==> src/rtl/max11100_spi_sampler.sv <==
// SPI read engine for the MAX11100 16-bit ADC: one trigger runs a 24-SCLK frame,
// discards the conversion-phase bits and returns the result with a one-cycle strobe.
module max11100_spi_sampler #(
    parameter int CLK_DIV_HALF = 13,
    parameter int LEAD_BITS    = 8,
    parameter int DATA_BITS    = 16,
    parameter int QUIET_CYCLES = 10
) (
    input  logic                 clk,
    input  logic                 reset,
    input  logic                 trigger,
    output logic [DATA_BITS-1:0] data,
    output logic                 data_ready,
    output logic                 busy,
    output logic                 overrun,
    output logic                 spi_sclk,
    output logic                 spi_cs,
    input  logic                 spi_miso
);

    localparam int N  = LEAD_BITS + DATA_BITS;
    localparam int HW = $clog2(CLK_DIV_HALF + 1);
    localparam int BW = $clog2(N + 1);
    localparam int QW = $clog2(QUIET_CYCLES + 1);

    localparam logic [HW-1:0] HALF_LAST  = HW'(CLK_DIV_HALF - 1);
    localparam logic [BW-1:0] BIT_LAST   = BW'(N - 1);
    localparam logic [BW-1:0] LEAD_FIRST = BW'(LEAD_BITS);
    localparam logic [QW-1:0] QUIET_LAST = QW'(QUIET_CYCLES - 1);

    typedef enum logic [1:0] {IDLE, SHIFT, HOLD, QUIET} state_t;

    state_t               state;
    logic [HW-1:0]        half_cnt;
    logic [BW-1:0]        bit_cnt;
    logic [QW-1:0]        quiet_cnt;
    logic [DATA_BITS-1:0] shift_reg;
    logic                 capture;

    // MISO is sampled on the cycle that ends a high phase, i.e. on the SCLK falling edge.
    assign capture = (state == SHIFT) && spi_sclk && (half_cnt == HALF_LAST) &&
                     (bit_cnt >= LEAD_FIRST);

    always_ff @(posedge clk) begin
        if (capture) begin
            shift_reg <= {shift_reg[DATA_BITS-2:0], spi_miso};
        end
    end

    always_ff @(posedge clk) begin
        if (reset) begin
            state      <= IDLE;
            spi_cs     <= 1'b1;
            spi_sclk   <= 1'b0;
            busy       <= 1'b0;
            data       <= '0;
            data_ready <= 1'b0;
            overrun    <= 1'b0;
            half_cnt   <= '0;
            bit_cnt    <= '0;
            quiet_cnt  <= '0;
        end else begin
            data_ready <= 1'b0;
            overrun    <= trigger && busy;
            case (state)
                IDLE: begin
                    if (trigger) begin
                        state    <= SHIFT;
                        spi_cs   <= 1'b0;
                        busy     <= 1'b1;
                        half_cnt <= '0;
                        bit_cnt  <= '0;
                    end
                end
                SHIFT: begin
                    if (half_cnt == HALF_LAST) begin
                        half_cnt <= '0;
                        spi_sclk <= ~spi_sclk;
                        if (spi_sclk) begin
                            bit_cnt <= bit_cnt + 1'b1;
                            if (bit_cnt == BIT_LAST) begin
                                state <= HOLD;
                            end
                        end
                    end else begin
                        half_cnt <= half_cnt + 1'b1;
                    end
                end
                HOLD: begin
                    // SCLK stays low for one more half period before CS is released.
                    if (half_cnt == HALF_LAST) begin
                        spi_cs     <= 1'b1;
                        data       <= shift_reg;
                        data_ready <= 1'b1;
                        quiet_cnt  <= '0;
                        state      <= QUIET;
                    end else begin
                        half_cnt <= half_cnt + 1'b1;
                    end
                end
                QUIET: begin
                    if (quiet_cnt == QUIET_LAST) begin
                        busy  <= 1'b0;
                        state <= IDLE;
                    end else begin
                        quiet_cnt <= quiet_cnt + 1'b1;
                    end
                end
                default: state <= IDLE;
            endcase
        end
    end

endmodule
==> config.mk <==
export PLATFORM = sky130hd
export DESIGN_NAME = max11100_spi_sampler
export DESIGN_NICKNAME = d
export VERILOG_FILES = /design/src/rtl/max11100_spi_sampler.sv
export SDC_FILE = /design/constraint.sdc
export NUM_CORES = 1
export LEC_CHECK = 0
export ABC_AREA = 1
export BUFFER_PORTS_ARGS = -buffer_cell sky130_fd_sc_hd__buf_2
export CORE_MARGIN = 2
export CORE_UTILIZATION = 45
export DETAILED_ROUTE_END_ITERATION = 12
export PLACE_DENSITY = 0.66
export SLEW_MARGIN = 20
export SYNTH_ARGS = -nofsm -noshare
export SYNTH_HDL_FRONTEND = slang
export SYNTH_SLANG_ARGS = --single-unit
==> constraint.sdc <==
create_clock -name clk -period 1.5 [get_ports clk]
set_input_delay 0.225 -clock clk [delete_from_list [all_inputs] [get_ports clk]]
set_output_delay 0.225 -clock clk [all_outputs]
set_load 0.01 [all_outputs]
==> Yosys cells after proc, flatten, opt, wreduce, memory -nomap -nowiden <==
Index checks and enable logic that the tools add are counted.
{ "totals": {"regBits": 52, "in_bits": 4, "out_inout_bits": 21} }
{ "classes": {"n_addsub": 3, "n_lt_le_gt_ge": 1, "eq_ne": 14, "n_mux": 25, "n_bitwise": 2, "n_reduce_logical": 19} }
{ "op_table": {"columns": ["cell", "n"], "rows": [
  ["4-bit two-way mux", 5],
  ["5-bit two-way mux", 3],
  ["2-bit two-way mux", 6],
  ["2-bit inequality test (second input constant)", 6],
  ["4-bit one-hot mux with 3 select lines", 1],
  ["3-bit AND reduction", 4],
  ["5-bit one-hot mux with 2 select lines", 1],
  ["4-bit by 1-bit adder with 4-bit output (second input constant)", 2],
  ["4-bit equality test (second input constant)", 2],
  ["2-bit one-hot mux with 4 select lines", 1],
  ["4-bit one-hot mux with 2 select lines", 1],
  ["2-bit nonzero test", 4],
  ["6-bit AND reduction", 1],
  ["5-bit by 1-bit adder with 5-bit output (second input constant)", 1],
  ["5-bit equality test (second input constant)", 1],
  ["5-bit by 4-bit >= comparator with 1-bit output (second input constant)", 1],
  ["1-bit two-way mux", 5],
  ["2-bit equality test (second input constant)", 2],
  ["1-bit logical AND", 4],
  ["2-bit by 1-bit inequality test with 1-bit output (second input constant)", 2],
  ["1-bit one-hot mux with 2 select lines", 2],
  ["2-bit AND reduction", 2],
  ["4-bit AND reduction", 1],
  ["3-bit nonzero test", 1],
  ["4 further kinds", 5]
]} }

==> Logic depth before layout (Yosys ltp) <==
{ "depth": {"word_depth": 5, "depth_mapped": 10, "depth_no_buf": 10} }

==> Worst setup path after synthesis <==
No wires, ideal clock.
{ "synth_timing": {"path_type": "register to register", "startpoint": "register state[1]", "endpoint": "register shift_reg[0], enable pin", "setup_ps": 373, "arrival_ps": 1311, "slack_ps": -184, "stages_incl_launch_ff": 6, "n_path_buf": 0, "period_less_slack_ps": 1684, "path_cell_list": "dfxtp_1 -> inv_1 -> ha_1 -> inv_2 -> nor2_1 -> o21a_1"} }
{ "synth_via": {"elab_chain_len": 4} }
{ "synth_rtl": {"columns": ["item", "line", "rtl"], "rows": [
  ["start, declared", "33", "state_t state;"],
  ["start signal, assigned", "52", "state <= IDLE;"],
  ["start signal, assigned", "68", "state <= SHIFT;"],
  ["start signal, assigned", "82", "state <= HOLD;"],
  ["2-bit by 1-bit equality test with 1-bit output", "41", "assign capture = (state == SHIFT) && spi_sclk && (half_cnt == HALF_LAST) &&"],
  ["1-bit logical AND (3 in a row)", "41", null],
  ["named net capture", "38", "logic capture;"],
  ["end signal, assigned", "46", "shift_reg <= {shift_reg[DATA_BITS-2:0], spi_miso};"],
  ["end, declared", "37", "logic [DATA_BITS-1:0] shift_reg;"]
]} }
The timed path passes the listed nets, and every way through them passes these cells.
A chain may end at the register's enable or synchronous reset.

==> Worst setup path after layout <==
{ "layout_timing": {"startpoint": "register half_cnt[0]", "endpoint": "register shift_reg[9], enable pin"} }
{ "layout_via": {"elab_chain_len": 3} }
{ "layout_rtl": {"columns": ["item", "line", "rtl"], "rows": [
  ["start, declared", "34", "logic [HW-1:0] half_cnt;"],
  ["start signal, assigned", "86", "half_cnt <= half_cnt + 1'b1;"],
  ["start signal, assigned", "98", "half_cnt <= half_cnt + 1'b1;"],
  ["4-bit equality test", "41", null],
  ["1-bit logical AND (2 in a row)", "41", null],
  ["named net capture", "38", null]
]} }
The timed path passes the listed nets, and every way through them passes these cells.

==> summary.md <==
| Metric | Value |
|---|---|
| Status | `completed` |
| Final ANT Viol Nets | `0` |
| Share of the clock period used by the worst path after layout | `95.4%` |
| Leakage power of the design | `1.15 nW` |
| Final setup vio count | `0` |
| Required time at the endpoint of the critical path | `1.52 ns` |
| CTS HTree Levels | `2` |
| Bufs on Longest Clock Path | `2` |
| Clock group share of total power | `25.9%` |
| Sequential area share after synthesis | `53.2%` |
| Actual slew at the worst max-slew pin | `0.394 ns` |
| Avg Vias per Cell | `4.78` |
| Clock tree from TritonCTS | `built` |
| Number of design-rule violations left by the first detailed-router iteration | `70` |
| Hold buffers post-CTS | `0` |
| Post-Synth XOR/XNOR Area | `0.388%` |
| Ordered cell list for the critical path | `inv_2 -> ha_4 -> nand4_1 -> nor2_4 -> o21a_4` |
| Initial standard-cell utilization of the core | `47.2%` |
| Synth Area in Simple Gates | `22.9%` |
| Placer congestion estimate | `0.822` |
| Synth Register Bits | `52` |
| Multiplexer area fraction after synthesis | `0%` |
| Crit Reg-Reg Startpoint | `half_cnt[0]` |
| Worst slack after detailed placement | `-0.0554 ns` |
| Largest delay contributor family on the critical path | `simple AND/OR/NAND/NOR gates` |
| Wire length of the first global-routing pass | `7.46 mm` |
| Final HPWL DP | `2.97 mm` |
| Clock buffers created by TritonCTS | `5` |
| I/O pins | `25` |
| Top fanout value on the critical path | `8` |
| Beginning of the worst hold path | `spi_miso` |
| Die area | `5600 um2` |
| Clock edge transition at the registers on the reported setup and hold paths | `0.09 ns` |
| Ys Warns | `0` |
| Final critical-path setup slack | `0.0687 ns` |
| Post-Synthesis Mean Instance Area | `8.99 um2` |
| Fraction of the mapped netlist area in compound gates | `11.5%` |
| Detailed-routing iteration count for the pre-antenna-repair pass | `4` |
| Clk_lat worst skew | `0.31 ns` |
| Switching power | `1.57 mW` |
| Post-route cell area | `2850 um2` |
| Total number of nets in the final design | `308` |
| Net Sw Frac | `35.5%` |
| Fraction of registers with async set/reset | `0%` |
| Number of nets in the synthesized netlist | `265` |
| Cell internal power dissipation | `2.87 mW` |
| Critical path capture point type | `flop` |
| Netlist area before placement | `2260 um2` |
| Synthesized instance count | `251` |
| Max rail drop VDD | `0.802 mV` |
| Combinational family with the most area after synthesis | `simple AND/OR/NAND/NOR gates` |
| Die Height | `74.8 um` |
| Number of different library cells in the post-synthesis netlist | `31` |
| Core Box Area | `4790 um2` |
| Power density over cell area | `1560 nW/um2` |
| Via count of the routed design | `1,730` |
| Total routing usage reported by global routing | `17.6%` |
| Largest net degree at the start of global routing | `18` |
| Hold WS | `0.0924 ns` |
| Worst slew margin | `73.7%` |
| Number of global-route vias before repair | `1,646` |
| Post-route minimum period | `1.43 ns` |
| Hold Vio Cnt, Final | `0` |
| Final design utilization | `59.5%` |
| Cells after DPL | `351` |
| Buffers added on ports | `24` |
| Worst-case clock skew | `0.00419 ns` |
| Average wire per standard cell | `12.4 um` |
| Max incr delay on CP | `0.34 ns` |
| Non-filler cells, final | `362` |
| Most frequent standard cell in the layout excluding fill and tap cells | `sky130_fd_sc_hd__nor2_1` |
| Setup repair after global routing missed its margin | `true` |
| Total cell area at the placement stage | `2540 um2` |
| CTS sink count | `52` |
| # diodes | `0` |
| Sequential share of power | `36.8%` |
| Most used cells in the layout excluding fill and tap cells | `sky130_fd_sc_hd__nor2_1 (51), sky130_fd_sc_hd__nand2_1 (33), sky130_fd_sc_hd__dfxtp_1 (30), sky130_fd_sc_hd__buf_2 (24), sky130_fd_sc_hd__o21ai_0 (22)` |
| Prevailing post-synth register cell | `sky130_fd_sc_hd__dfxtp_1` |
| Critical Path Start Type | `flop` |
| Combinational group share of total power | `37.3%` |
| Remaining Overflow, GRT | `0` |
| F_max | `0.699 GHz` |
| Die span in x | `74.8 um` |
| Wirelength, routed | `4.48 mm` |
| Post-synthesis share of cell area spent on full adders, half adders and majority gates | `5.54%` |
| Maxcap violations | `0` |
| Post-route DRC violation count | `0` |
| Layout overhead on the synthesized area | `26.1%` |
| Number of flops mapped to enable cells by yosys | `16` |
| Cell type of the slowest stage on the worst timing path | `sky130_fd_sc_hd__dfxtp_2` |
| Buffer cell driving the clock tree root | `sky130_fd_sc_hd__clkbuf_8` |
| Count of final max-slew check failures | `0` |
| Rows | `25` |
| Number of antenna violations at the first check in global routing | `0` |
| Signal arrival time at the worst endpoint | `1.45 ns` |
| Combined buffer and inverter count along the critical path | `1` |
| Worst setup path category | `reg2reg` |
| Class of the worst hold path | `in2reg` |
| Fraction of layout instances using a drive strength above 1 | `31.9%` |
| Launching element of the worst setup path | `half_cnt[0]` |
[routing by layer]
metal,wire (um),global-route usage (%)
met5,0,0
met4,59,5.56
met3,117,4.15
met2,2070,28.6
met1,2230,23.4
[Yosys cell counts, drive strengths merged, types with 4 or more instances]
master   n  share of area, %
nand4    6               1.9
o21ai   24               5.5
buf      5               1.8
inv     26               4.3
nor2    59                11
dfxtp   36                32
edfxtp  16                21
nand3   10               3.5
nand2   37               6.7
a21oi   13               3.7
o21bai   4               1.7
ha      10               5.5
[worst paths after layout]
kind / to / slack, ns / depth (start not counted)
setup / recovery: shift_reg[9] / 0.07 / 5
hold / removal: shift_reg[0] / 0.09 / 1
setup reg to reg: shift_reg[9] / 0.07 / 5
hold reg to reg: overrun / 0.44 / 2
[stage by stage]
stage               total power [mW]  setup TNS [ns]
CTS                             4.14               0
floorplan                       2.64               0
detailed placement              2.93          -0.927
global route                    4.73         -0.0731
finish                          4.44               0
global placement                2.92          -0.340
[worst reg2reg max path: stages (launching register included)]
cell                      delay (ns)
sky130_fd_sc_hd__dfxtp_2        0.34
sky130_fd_sc_hd__inv_2          0.07
sky130_fd_sc_hd__ha_4           0.14
sky130_fd_sc_hd__nand4_1        0.16
sky130_fd_sc_hd__nor2_4         0.19
sky130_fd_sc_hd__o21a_4         0.23
[area by class of cell]
cell class                      count  area, um2
Clock buffer                        5       68.8
Inverter                           27        109
Sequential cell                    52       1210
Tap cell                           67       83.8
Clock inverter                      3       68.8
Timing Repair Buffer               41        248
Multi-Input combinational cell    167       1050
Fill cell                         407       1940
[cell families after synthesis]
family | count (synthesis)
xor+xnor | 1
flops | 52
fa+ha+maj | 10
simple gates | 112
buf+inv | 33
compound gates | 43
[timing repair]
action	CTS	global route
gates cloned	1	0
resized for setup	8	33
setup buffers	1	1
pin swaps	2	5
endpoints found under the setup margin	22	47
[power by group through the flow]
stage	sequential, mW	combinational, mW	clock (mW)
4_1_cts	1.60	1.37	1.17
6_report	1.63	1.66	1.15
2_1_floorplan	1.63	1.01	0
5_1_grt	1.65	1.85	1.23
3_3_place_gp	1.63	1.29	0
3_5_place_dp	1.63	1.31	0
Power figures use the tool's default switching activity.
